==> src/rtl/uart_pkg.sv <==
// Shared UART definitions: baud codes, frame bit indices,
// FSM state type, baud divider and frame-bit select helpers.
package uart_pkg;

  localparam logic [2:0] BAUD_9600   = 3'd0;
  localparam logic [2:0] BAUD_19200  = 3'd1;
  localparam logic [2:0] BAUD_38400  = 3'd2;
  localparam logic [2:0] BAUD_57600  = 3'd3;
  localparam logic [2:0] BAUD_115200 = 3'd4;
  localparam logic [2:0] BAUD_230400 = 3'd5;
  localparam logic [2:0] BAUD_460800 = 3'd6;
  localparam logic [2:0] BAUD_921600 = 3'd7;

  localparam logic [3:0] START_IDX = 4'd0;
  localparam logic [3:0] STOP_IDX  = 4'd9;

  typedef enum logic {
    IDLE = 1'b0,
    SEND = 1'b1
  } tx_state_t;

  // Clocks per bit, truncated.
  function automatic logic [31:0] baud_div(
    input logic [2:0]  code,
    input int unsigned clk_freq
  );
    int unsigned baud;
    baud = 9600;
    unique case (code)
      BAUD_9600:   baud = 9600;
      BAUD_19200:  baud = 19200;
      BAUD_38400:  baud = 38400;
      BAUD_57600:  baud = 57600;
      BAUD_115200: baud = 115200;
      BAUD_230400: baud = 230400;
      BAUD_460800: baud = 460800;
      BAUD_921600: baud = 921600;
    endcase
    return clk_freq / baud;
  endfunction

  // Line level for a given bit index of the frame.
  function automatic logic frame_bit(
    input logic [3:0] idx,
    input logic [7:0] data
  );
    logic       b;
    logic [3:0] k;
    b = 1'b1;
    k = idx - 4'd1;
    if (idx == START_IDX)
      b = 1'b0;
    else if (idx < STOP_IDX)
      b = data[k[2:0]];
    return b;
  endfunction

endpackage

==> src/rtl/uart_baud_gen.sv <==
// Bit-period counter: counts 0..i_div-1 while enabled.
// Ports: i_en run/clear, i_div clocks per bit, o_tick at last count.
module uart_baud_gen
(
  input  logic        clk,
  input  logic        rst_n,
  input  logic        i_en,
  input  logic [31:0] i_div,
  output logic        o_tick
);

  logic [31:0] r_cnt;
  logic        w_tick;

  assign w_tick = i_en && (r_cnt == i_div - 32'd1);
  assign o_tick = w_tick;

  always_ff @(posedge clk) begin
    if (!rst_n)
      r_cnt <= '0;
    else if (!i_en || w_tick)
      r_cnt <= '0;
    else
      r_cnt <= r_cnt + 32'd1;
  end

endmodule

==> src/rtl/uart_tx_byte.sv <==
// 8N1 UART transmitter, one byte per request, 3-bit baud code.
// Ports: byte_in/Buad_set/Send_en in, uart_tx line, Send_done pulse.
module uart_tx_byte
  import uart_pkg::*;
#(
  parameter int unsigned CLK_FREQ = 100_000_000
)
(
  input  logic       clk,
  input  logic       rst_n,
  input  logic [7:0] byte_in,
  input  logic       Send_en,
  input  logic [2:0] Buad_set,
  output logic       uart_tx,
  output logic       Send_done
);

  tx_state_t   r_state;
  tx_state_t   w_state_nxt;
  logic [3:0]  r_idx;
  logic [3:0]  w_idx_nxt;
  logic [7:0]  r_data;
  logic [7:0]  w_data_nxt;
  logic [31:0] r_div;
  logic [31:0] w_div_nxt;
  logic        r_tx;
  logic        w_tx_nxt;
  logic        r_done;
  logic        w_done_nxt;
  logic        w_tick;

  uart_baud_gen u_baud (
    .clk    (clk),
    .rst_n  (rst_n),
    .i_en   (r_state == SEND),
    .i_div  (r_div),
    .o_tick (w_tick)
  );

  always_ff @(posedge clk) begin
    if (!rst_n) begin
      r_state <= IDLE;
      r_idx   <= '0;
      r_data  <= '0;
      r_div   <= '0;
      r_tx    <= 1'b1;
      r_done  <= 1'b0;
    end else begin
      r_state <= w_state_nxt;
      r_idx   <= w_idx_nxt;
      r_data  <= w_data_nxt;
      r_div   <= w_div_nxt;
      r_tx    <= w_tx_nxt;
      r_done  <= w_done_nxt;
    end
  end

  // Line level is computed from the next bit index so the
  // registered output changes on the same edge as the index.
  always_comb begin
    w_state_nxt = r_state;
    w_idx_nxt   = r_idx;
    w_data_nxt  = r_data;
    w_div_nxt   = r_div;
    w_tx_nxt    = r_tx;
    w_done_nxt  = 1'b0;
    unique case (r_state)
      IDLE: begin
        w_tx_nxt = 1'b1;
        if (Send_en) begin
          w_state_nxt = SEND;
          w_idx_nxt   = START_IDX;
          w_data_nxt  = byte_in;
          w_div_nxt   = baud_div(Buad_set, CLK_FREQ);
          w_tx_nxt    = 1'b0;
        end
      end
      SEND: begin
        if (w_tick) begin
          if (r_idx == STOP_IDX) begin
            w_state_nxt = IDLE;
            w_idx_nxt   = START_IDX;
            w_tx_nxt    = 1'b1;
            w_done_nxt  = 1'b1;
          end else begin
            w_idx_nxt = r_idx + 4'd1;
            w_tx_nxt  = frame_bit(r_idx + 4'd1, r_data);
          end
        end
      end
    endcase
  end

  assign uart_tx   = r_tx;
  assign Send_done = r_done;

endmodule

==> config.mk <==
export PLATFORM = sky130hd
export DESIGN_NAME = uart_tx_byte
export DESIGN_NICKNAME = d
export VERILOG_FILES = /design/src/rtl/uart_pkg.sv /design/src/rtl/uart_baud_gen.sv /design/src/rtl/uart_tx_byte.sv
export SDC_FILE = /design/constraint.sdc
export NUM_CORES = 1
export LEC_CHECK = 0
export ABC_AREA = 0
export CAP_MARGIN = 20
export CORE_MARGIN = 2
export CORE_UTILIZATION = 55
export DETAILED_ROUTE_END_ITERATION = 12
export PLACE_DENSITY = 0.74
export REMOVE_ABC_BUFFERS = 1
export SETUP_SLACK_MARGIN = 0.5
export SLEW_MARGIN = 20
export SYNTH_ARGS = -nofsm -noshare
export SYNTH_HDL_FRONTEND = slang
export SYNTH_HIERARCHICAL = 1
export SYNTH_SLANG_ARGS = --single-unit
==> constraint.sdc <==
create_clock -name clk -period 46.1 [get_ports clk]
set_input_delay 9.22 -clock clk [delete_from_list [all_inputs] [get_ports clk]]
set_output_delay 9.22 -clock clk [all_outputs]
set_load 0.01 [all_outputs]
== After elaboration in Yosys (flattened, before gate mapping) ==
Memory sizes are Yosys's and may differ from the RTL's.
Cells that the tools add are included.

* Word-level logic and storage cells: 48
* Input port bits: 14
* Memories kept: 1
* Flip-flop bits (word level): 79
* Output and inout bits: 2
* Bits in read-only memories: 104

{| class="wikitable"
|+ Memories
! name !! depth !! width !! read ports !! clocked after memory_dff !! write ports !! line !! text
|-
| (name not given) || 8 || 13 || 1 || 0 || 0 || uart_pkg.sv:29 || <nowiki>unique case (code)</nowiki>
|}

* Bitwise gates (word level): 2
* Multiplexer cells: 19
* Order comparisons: 2
* $add $sub $neg: 4
* Divide/modulo/power cells: 1
* Reductions and logical operators: 8
* Eq/ne operators: 4

{| class="wikitable"
|+ Operators by type and width
! kind !! count
|-
| $mux W32 || 2
|-
| $add A32 B1 Y32 const B || 1
|-
| $div A27 B32 Y32 const A || 1
|-
| $eq A32 B32 Y1 || 1
|-
| $sub A32 B1 Y32 const B || 1
|-
| $mux W4 || 3
|-
| $mux W1 || 10
|-
| $pmux W4 S2 || 1
|-
| $add A4 B1 Y4 const B || 1
|-
| $eq A4 B4 Y1 const B || 1
|-
| $logic_not A4 Y1 || 1
|-
| $lt A3 B4 Y1 const B || 1
|-
| $lt A4 B4 Y1 const B || 1
|-
| $pmux W1 S2 || 2
|-
| $reduce_and A2 Y1 || 2
|-
| $bmux W1 S3 || 1
|-
| $reduce_and A3 Y1 || 1
|-
| $sub A3 B1 Y3 const B || 1
|-
| $ne A2 B1 Y1 const B || 1
|-
| $ne A2 B2 Y1 const B || 1
|-
| $not A1 Y1 || 2
|-
| $reduce_or A2 Y1 || 1
|-
| $logic_and A1 B1 Y1 || 1
|-
| $logic_not A1 Y1 || 1
|-
| $logic_or A1 B1 Y1 || 1
|}

== Longest topological paths before layout ==
Gate-level depths: netlist of the first run.

* Depth in word-level cells: 9
* Gate-level depth with buffers: 216
* Depth with buffers taken out: 199

== Modules after synthesis ==
The synthesis of the first run kept the hierarchy.

{| class="wikitable"
|+ Modules (own cells, without submodules)
! module !! cells an instance !! sequential area each (um2) !! instances !! area an instance (um2)
|-
| uart_tx_byte || 2,290 || 800.8 || 1 || 15,752.6
|-
| uart_baud_gen || 325 || 640.6 || 1 || 2,723.9
|}

== Least setup slack after synthesis of the first run ==
No wires, ideal clock.

* Path kind: input -> register
* Start point: input Buad_set[1]
* End point: register r_div[0]
* Data required time: 45,966 ps
* Cell stages on the path: 193
* Slack: 1,068 ps
* Setup time: 134 ps
* Path buffers: 21
* Data arrival time: 44,898 ps
* Cells stage by stage: clkbuf_1 -> inv_1 -> ha_1 -> buf_2 -> nor3_2 -> a21oi_1 -> clkinv_1 -> ha_1 -> o21a_1 -> a2111oi_2 -> nor4_2 -> o21ai_2 -> buf_2 -> mux2_2 -> inv_1 -> ha_1 -> a211oi_1 -> o21ai_1 -> [157 not listed] -> mux2i_1 -> ha_1 -> nor2b_1 -> nand2_1 -> nor4_1 -> a2bb2oi_1 -> nor2_1 -> nand4bb_1 -> or3_1 -> nand3_1 -> nor2_1 -> a31oi_1 -> ha_1 -> o21ai_0 -> nor4b_1 -> nand4_1 -> a2111oi_0 -> a21oi_1

* Longest elaborated chain between the ends: 4

{| class="wikitable"
|+ Ends and longest elaborated chain
! item !! line !! text
|-
| start, declared || uart_tx_byte.sv:13 || <nowiki>input logic [2:0] Buad_set,</nowiki>
|-
| $mem_v2 Z8 W13 || -- ||
|-
| $mux W32 || uart_tx_byte.sv:70 || <nowiki>if (Send_en) begin</nowiki>
|-
| $mux W32 || uart_tx_byte.sv:67 || <nowiki>unique case (r_state)</nowiki>
|-
| $div A27 B32 Y32 || uart_pkg.sv:39 || <nowiki>return clk_freq / baud;</nowiki>
|-
| end signal, assigned || uart_tx_byte.sv:52 || <nowiki>r_div <= w_div_nxt;</nowiki>
|-
| end, declared || uart_tx_byte.sv:24 || <nowiki>logic [31:0] r_div;</nowiki>
|}

No other way between the ends. The select of a mux whose other input is x is not followed.
A chain may end at the register's enable or synchronous reset.

== Final worst setup path of the first run ==
Ends and elaborated chain as after synthesis.

==> results.toml, run 1 <==
[worst_hold_path]
hold_path.class = "reg2reg"

[worst_setup_path]
crit_arrival_ns = 43.84
worst_r2r_endpoint = "r_idx[2]$_SDFFE_PN0P_"
cp-start-kind = "input port"
cp_data_required_time_ns = 46.31
cp_max_fo = 23
cp_common_cell = "ha_1"
end_kind = "register"
slowest_delay_ns = 0.57
reg2reg_slack_ns = 41.86
timing.rr.start = "r_div[0]$_SDFFE_PN0P_"
r2r_cells = 13
crit_end = "r_div[0]$_SDFFE_PN0P_"
cp_slowest_cell = "o31ai_1"
startpoint = "Buad_set[1]"
crit_type = "in2reg"

[die]
num_rows = 67
start_util_pct = 55.5
dieArea_um2 = 35100
fp.dieH_um = 187
pin_count = 16
core_um2 = 33300
die_w_um = 187

[placed_design]
dp_hpwl_mm = 53.6
gp_congestion = 1.03
io_buffers = 15

[route]
via_per_inst = 6.89
drc = 0
drt_iter0_drc = 2014
dr.pass1.iters = 6
ant_nets = 0
wire_per_inst_um = 22.8
vias = 21400
wl_mm = 70.9

[global_route]
grt-ovfl-total = 0
grt_pass1_vias = 20100
grt_usage_pct = 38.5
antenna_found_initial = 2
grt_pass1_wl_mm = 109
grt_max_degree = 46

[sta]
finalCriticalPeriod_ns = 43.64
slew_viol_final = 0
fin_skew_ns = 0.00824
worst_pin_slew_ns = 1.23
setup_viol = 0
min_period_over_period_pct = 94.7
fin_hold_ws_ns = 0.463
rsz0062_at_grt = "no"
relSlewSlack_pct = 17.3
hold_violations = 0
max_clock_freq_mhz = 22.9

[layout]
final_cell_mix = "253 x nand2_1, 233 x nor2_1, 167 x a21oi_1"
area_delta_synth_final_pct = 9.59
fill_cells = 3137
post-route-util_pct = 60.8
layout_commonest_cell = "nand2_1"
drive_above_1_share_pct = 13.3
nNetsFinal = 2836

[synth]
ys_async_sr_fraction_pct = 0
synth_xor_area_share_pct = 9.64
synth.ff_latch_count = 72
synth-compound-area-share_pct = 31.0
synth_top_family_by_area = "simple AND/OR/NAND/NOR gates"
synth_edf_count = 0
synthSimpleGateAreaFrac_pct = 31.0
synthAdderAreaFrac_pct = 11.6
synth_area_um2 = 18500
ys_seq_area_share_pct = 7.80
synth_cells = 2615
synth_cell_type_count = 131
ys_warn_count = 6
synth_top_flop_cell = "dfxtp_1"
synthMuxAreaShare_pct = 4.31
synth.avg_cell_area_um2 = 7.07

[clock_network]
path_clk_slew_ns = 0.06
clk_latency_ns = 0.33
clockBufferDepth = 2
cts_buffers = 9
cts-root-buf = "clkbuf_16"
clock-sinks = 72
cts_tree = "done"
htreeDepth = 3

[flow_run]
max-cap-violations = 0

[outcome]
status = "finished, final reports clean"
## cell usage after synthesis (19+ instances only)
| cell | number | area share (%) |
|---|---|---|
| or3_1 | 28 | 0.95 |
| xor2_1 | 63 | 3.0 |
| nand2b_1 | 37 | 1.3 |
| nand4_1 | 40 | 1.4 |
| o21a_1 | 42 | 1.7 |
| and3_1 | 50 | 1.7 |
| a31oi_1 | 37 | 1.3 |
| nor2_2 | 35 | 1.2 |
| a21o_1 | 48 | 2.0 |
| ha_1 | 170 | 12 |
| a211oi_1 | 29 | 1.2 |
| mux2i_1 | 38 | 2.1 |
| clkbuf_1 | 72 | 1.5 |
| dfxtp_1 | 72 | 7.8 |
| nor2_1 | 238 | 4.8 |
| and2_1 | 34 | 1.2 |
| nand3_1 | 95 | 2.6 |
| o211ai_1 | 29 | 1.2 |
| inv_1 | 85 | 1.7 |
| a21oi_1 | 176 | 4.8 |
| o21ai_0 | 151 | 4.1 |
| nor4_1 | 33 | 1.1 |
| nand2_1 | 254 | 5.2 |
| buf_2 | 21 | 0.57 |
| nor2b_1 | 29 | 0.98 |
| mux2_2 | 29 | 1.8 |
| o31ai_1 | 23 | 0.93 |
| xnor2_1 | 136 | 6.4 |
| o211a_1 | 19 | 1.0 |
| nor3_1 | 76 | 2.1 |
## routing by layer
metal / up-vias / share of wire, % / track usage [%]
li1: 9923 / - / -
met1: 9975 / 40 / 48.4
met2: 1213 / 44 / 62.9
met3: 299 / 9.8 / 5.61
met4: 0 / 6.3 / 22.2
met5: - / 0 / 0
## critical path: cells and delay by family
family	cells	cell delay, ns
and+or+nand+nor	56	9.49
adders and majority gates	19	6.01
muxes	11	3.38
xor gates and xnor gates	2	0.35
AOI/OAI and AO/OA	62	12.44
buffers and inverters	14	2.94
## state kept, by name, summed over array words and instances, names as in the netlist
name and count:
uart_tx 1, r_idx 4, r_data 8, u_baud/r_cnt 32, Send_done 1, r_state 1
r_div 25
## repair_timing
item                                    CTS  global route
endpoints found under the setup margin    1             2
gates resized for setup                   3            81
gates cloned                              0             2
buffers inserted                          0            35
endpoints found under the hold margin     0             0
pin swaps                                 0            20
hold buffers                              0             0
## how the worst min path moves through the flow
stage	end	start	cells past startpoint
final	r_data[7]$_SDFFE_PN0P_	r_data[7]$_SDFFE_PN0P_	2
after global routing	r_data[0]$_SDFFE_PN0P_	r_data[0]$_SDFFE_PN0P_	2
after CTS	r_data[1]$_SDFFE_PN0P_	r_data[1]$_SDFFE_PN0P_	2
after detailed placement	r_data[1]$_SDFFE_PN0P_	r_data[1]$_SDFFE_PN0P_	2
after global placement	r_data[3]$_SDFFE_PN0P_	r_data[3]$_SDFFE_PN0P_	2
after floorplan	r_data[0]$_SDFFE_PN0P_	r_data[0]$_SDFFE_PN0P_	2
## stage by stage
stage | setup WS [ns] | instance area (µm²) | setup TNS, ns | instances
after floorplan | 0.812 | 18000 | 0 | 2505
after global placement | 0.544 | 19300 | 0 | 3052
after detailed placement | -0.297 | 19300 | -0.297 | 3052
after CTS | 0.515 | 19600 | 0 | 3068
after global routing | 0.331 | 20200 | 0 | 3105
final | 2.46 | 20200 | 0 | 3107
## cells by family (layout without fill, tap and decap cells)
kind of cell | after synthesis | after routing
multiplexers | 72 | 72
AND/OR/NAND/NOR | 1083 | 1084
adder cells (fa/ha/maj) | 171 | 171
XOR/XNOR | 201 | 201
AO/OA/AOI/OAI | 810 | 811
other | 1 | 8
buffers and inverters | 205 | 240
flip-flops | 72 | 72
## area by class of cell
| cell class | count | area (µm²) | share of cell area [%] |
|---|---|---|---|
| diodes | 2 | 5.00 | 0.0247 |
| clock buffers | 11 | 253 | 1.25 |
| clock inverters | 5 | 55.1 | 0.272 |
| inverters | 90 | 342 | 1.69 |
| multi-input cells | 2345 | 16500 | 81.6 |
| flip-flops and latches | 72 | 1440 | 7.12 |
| well taps | 448 | 561 | 2.77 |
| repair buffers | 134 | 1070 | 5.31 |
Power of run 1 is left out: the tool's default activity adds up to more than one toggle a clock period on the data nets, which glitch-free logic cannot reach.
==> run 2: changes to the inputs <==
PLACE_DENSITY = 0.71   (was 0.74)
SLEW_MARGIN = not set   (was 20)
clock period = 41.1 ns   (was 46.1 ns; I/O delays follow)
==> results.toml, run 2 (synthesis results as in run 1) <==
[worst_setup_path]
startpoint = "Buad_set[1]"
cp_slowest_cell = "or4b_2"
cp_max_fo = 11
crit_arrival_ns = 39.65
crit_type = "in2reg"
slowest_delay_ns = 0.63
cp_data_required_time_ns = 41.31
cp-start-kind = "input port"
end_kind = "register"
timing.rr.start = "r_div[0]$_SDFFE_PN0P_"

[clock_network]
clockBufferDepth = 2
holdBufCountCts = 0
cts-root-buf = "clkbuf_16"
clock-sinks = 72
cts_buffers = 9
cts_tree = "done"
clk_latency_ns = 0.33
htreeDepth = 3
path_clk_slew_ns = 0.06

[route]
ant_nets = 0
wl_met1_mm = 29.7
drt_iter0_drc = 2495
dr.pass1.iters = 7
topRoutingLayerUsed = "met4"
wire_per_inst_um = 23.4
vias = 22400
wl_mm = 76.1
wl_met3_mm = 7.39
drc = 0
wl_met2_mm = 34.1
via_per_inst = 6.86

[layout]
fill_cells = 2988
largestRegisters = "u_baud/r_cnt x32, r_div x25, r_data x8"
drive_above_1_share_pct = 22.2
nNetsFinal = 2991
largest-register = "u_baud/r_cnt"
final_cell_mix = "258 x buf_4, 247 x nand2_1, 221 x nor2_1"
instances_no_fill = 3259
post-route-util_pct = 66.4
layout_commonest_cell = "buf_4"
area_delta_synth_final_pct = 19.6
diodes = 0
largest_reg_flops = 32

[placed_design]
gp_congestion = 1.05
dp_hpwl_mm = 56.3
dpl.cell_count = 3150
io_buffers = 15

[global_route]
grt-ovfl-total = 0
grt_pass1_wl_mm = 115
grt_usage_pct = 40.7
grt_max_degree = 49
antenna_found_initial = 1
grt_pass1_vias = 20800

[die]
dieArea_um2 = 35100
start_util_pct = 55.5
pin_count = 16
core_um2 = 33300
die_w_um = 187
fp.dieH_um = 187
num_rows = 67

[sta]
worst_pin_slew_ns = 1.10
finalCriticalPeriod_ns = 39.43
relSlewSlack_pct = 25.8
fin_hold_ws_ns = 0.461
setup_viol = 0
max_clock_freq_mhz = 25.4
min_period_over_period_pct = 95.9
fin_skew_ns = 0.00528
slew_viol_final = 0
hold_violations = 0

[worst_hold_path]
hp-start = "r_data[5]$_SDFFE_PN0P_"
hold_path.class = "reg2reg"

[outcome]
status = "finished, final reports clean"

[flow_run]
max-cap-violations = 0
-- run 2: cell types whose count changed in the layout (fill, tap and decap cells not counted), moves of 6 or more --
cell,change
buf_4,+144
o21ai_0,-22
ha_1,-20
a21oi_2,+18
ha_4,+18
o21ai_2,+18
a21oi_1,-15
nor2_1,-12
nor2_2,+12
buf_6,+11
inv_2,+6
nand2_1,-6
nand2_2,+6
-- run 2: area by class of cell --
type	count	area, µm²	area share [%]
repair buffers	291	2290	10.4
clock buffers	13	250	1.13
well taps	448	561	2.54
clock inverters	2	16.3	0.0736
multi-input cells	2343	17200	77.8
flip-flops and latches	72	1440	6.52
inverters	90	338	1.53
-- run 2: timing repair --
item / in CTS / in global routing
pin swaps: 7 / 100
resized for setup: 42 / 222
gates cloned: 0 / 1
setup buffers: 9 / 82
setup endpoints to repair: 2 / 3
-- run 2: critical path: cells and delay by family --
family | cells | cell delay (ns)
buffers and inverters | 18 | 2.43
XOR/XNOR | 2 | 0.24
adder cells (fa/ha/maj) | 18 | 5.12
AO/OA/AOI/OAI | 65 | 12.50
multiplexers | 8 | 2.30
AND/OR/NAND/NOR | 48 | 8.80
-- run 2: layer usage --
layer	global-route usage (%)	vias up
met5	0	-
met4	21.7	0
met3	5.29	340
met2	67.4	1323
met1	51.3	10500
li1	-	10200
-- run 2: final timing paths --
| path | to | slack (ns) | cells after the start |
|---|---|---|---|
| setup / recovery | r_div[0]$_SDFFE_PN0P_ | 1.67 | 159 |
| hold / removal | r_data[5]$_SDFFE_PN0P_ | 0.46 | 2 |
| setup reg to reg | r_idx[2]$_SDFFE_PN0P_ | 36.65 | 13 |
| hold reg to reg | r_data[5]$_SDFFE_PN0P_ | 0.46 | 2 |
-- run 2: per-stage QoR --
step / area, µm² / TNS [ns] / setup slack, ns
4_1_cts: 20500 / 0 / 0.533
2_1_floorplan: 18000 / -5.38 / -3.19
3_5_place_dp: 20000 / -1.88 / -1.53
6_report: 22100 / 0 / 1.67
5_1_grt: 22100 / -0.141 / -0.141
3_3_place_gp: 20000 / -0.612 / -0.612
Power of run 2 is left out for the same reason.
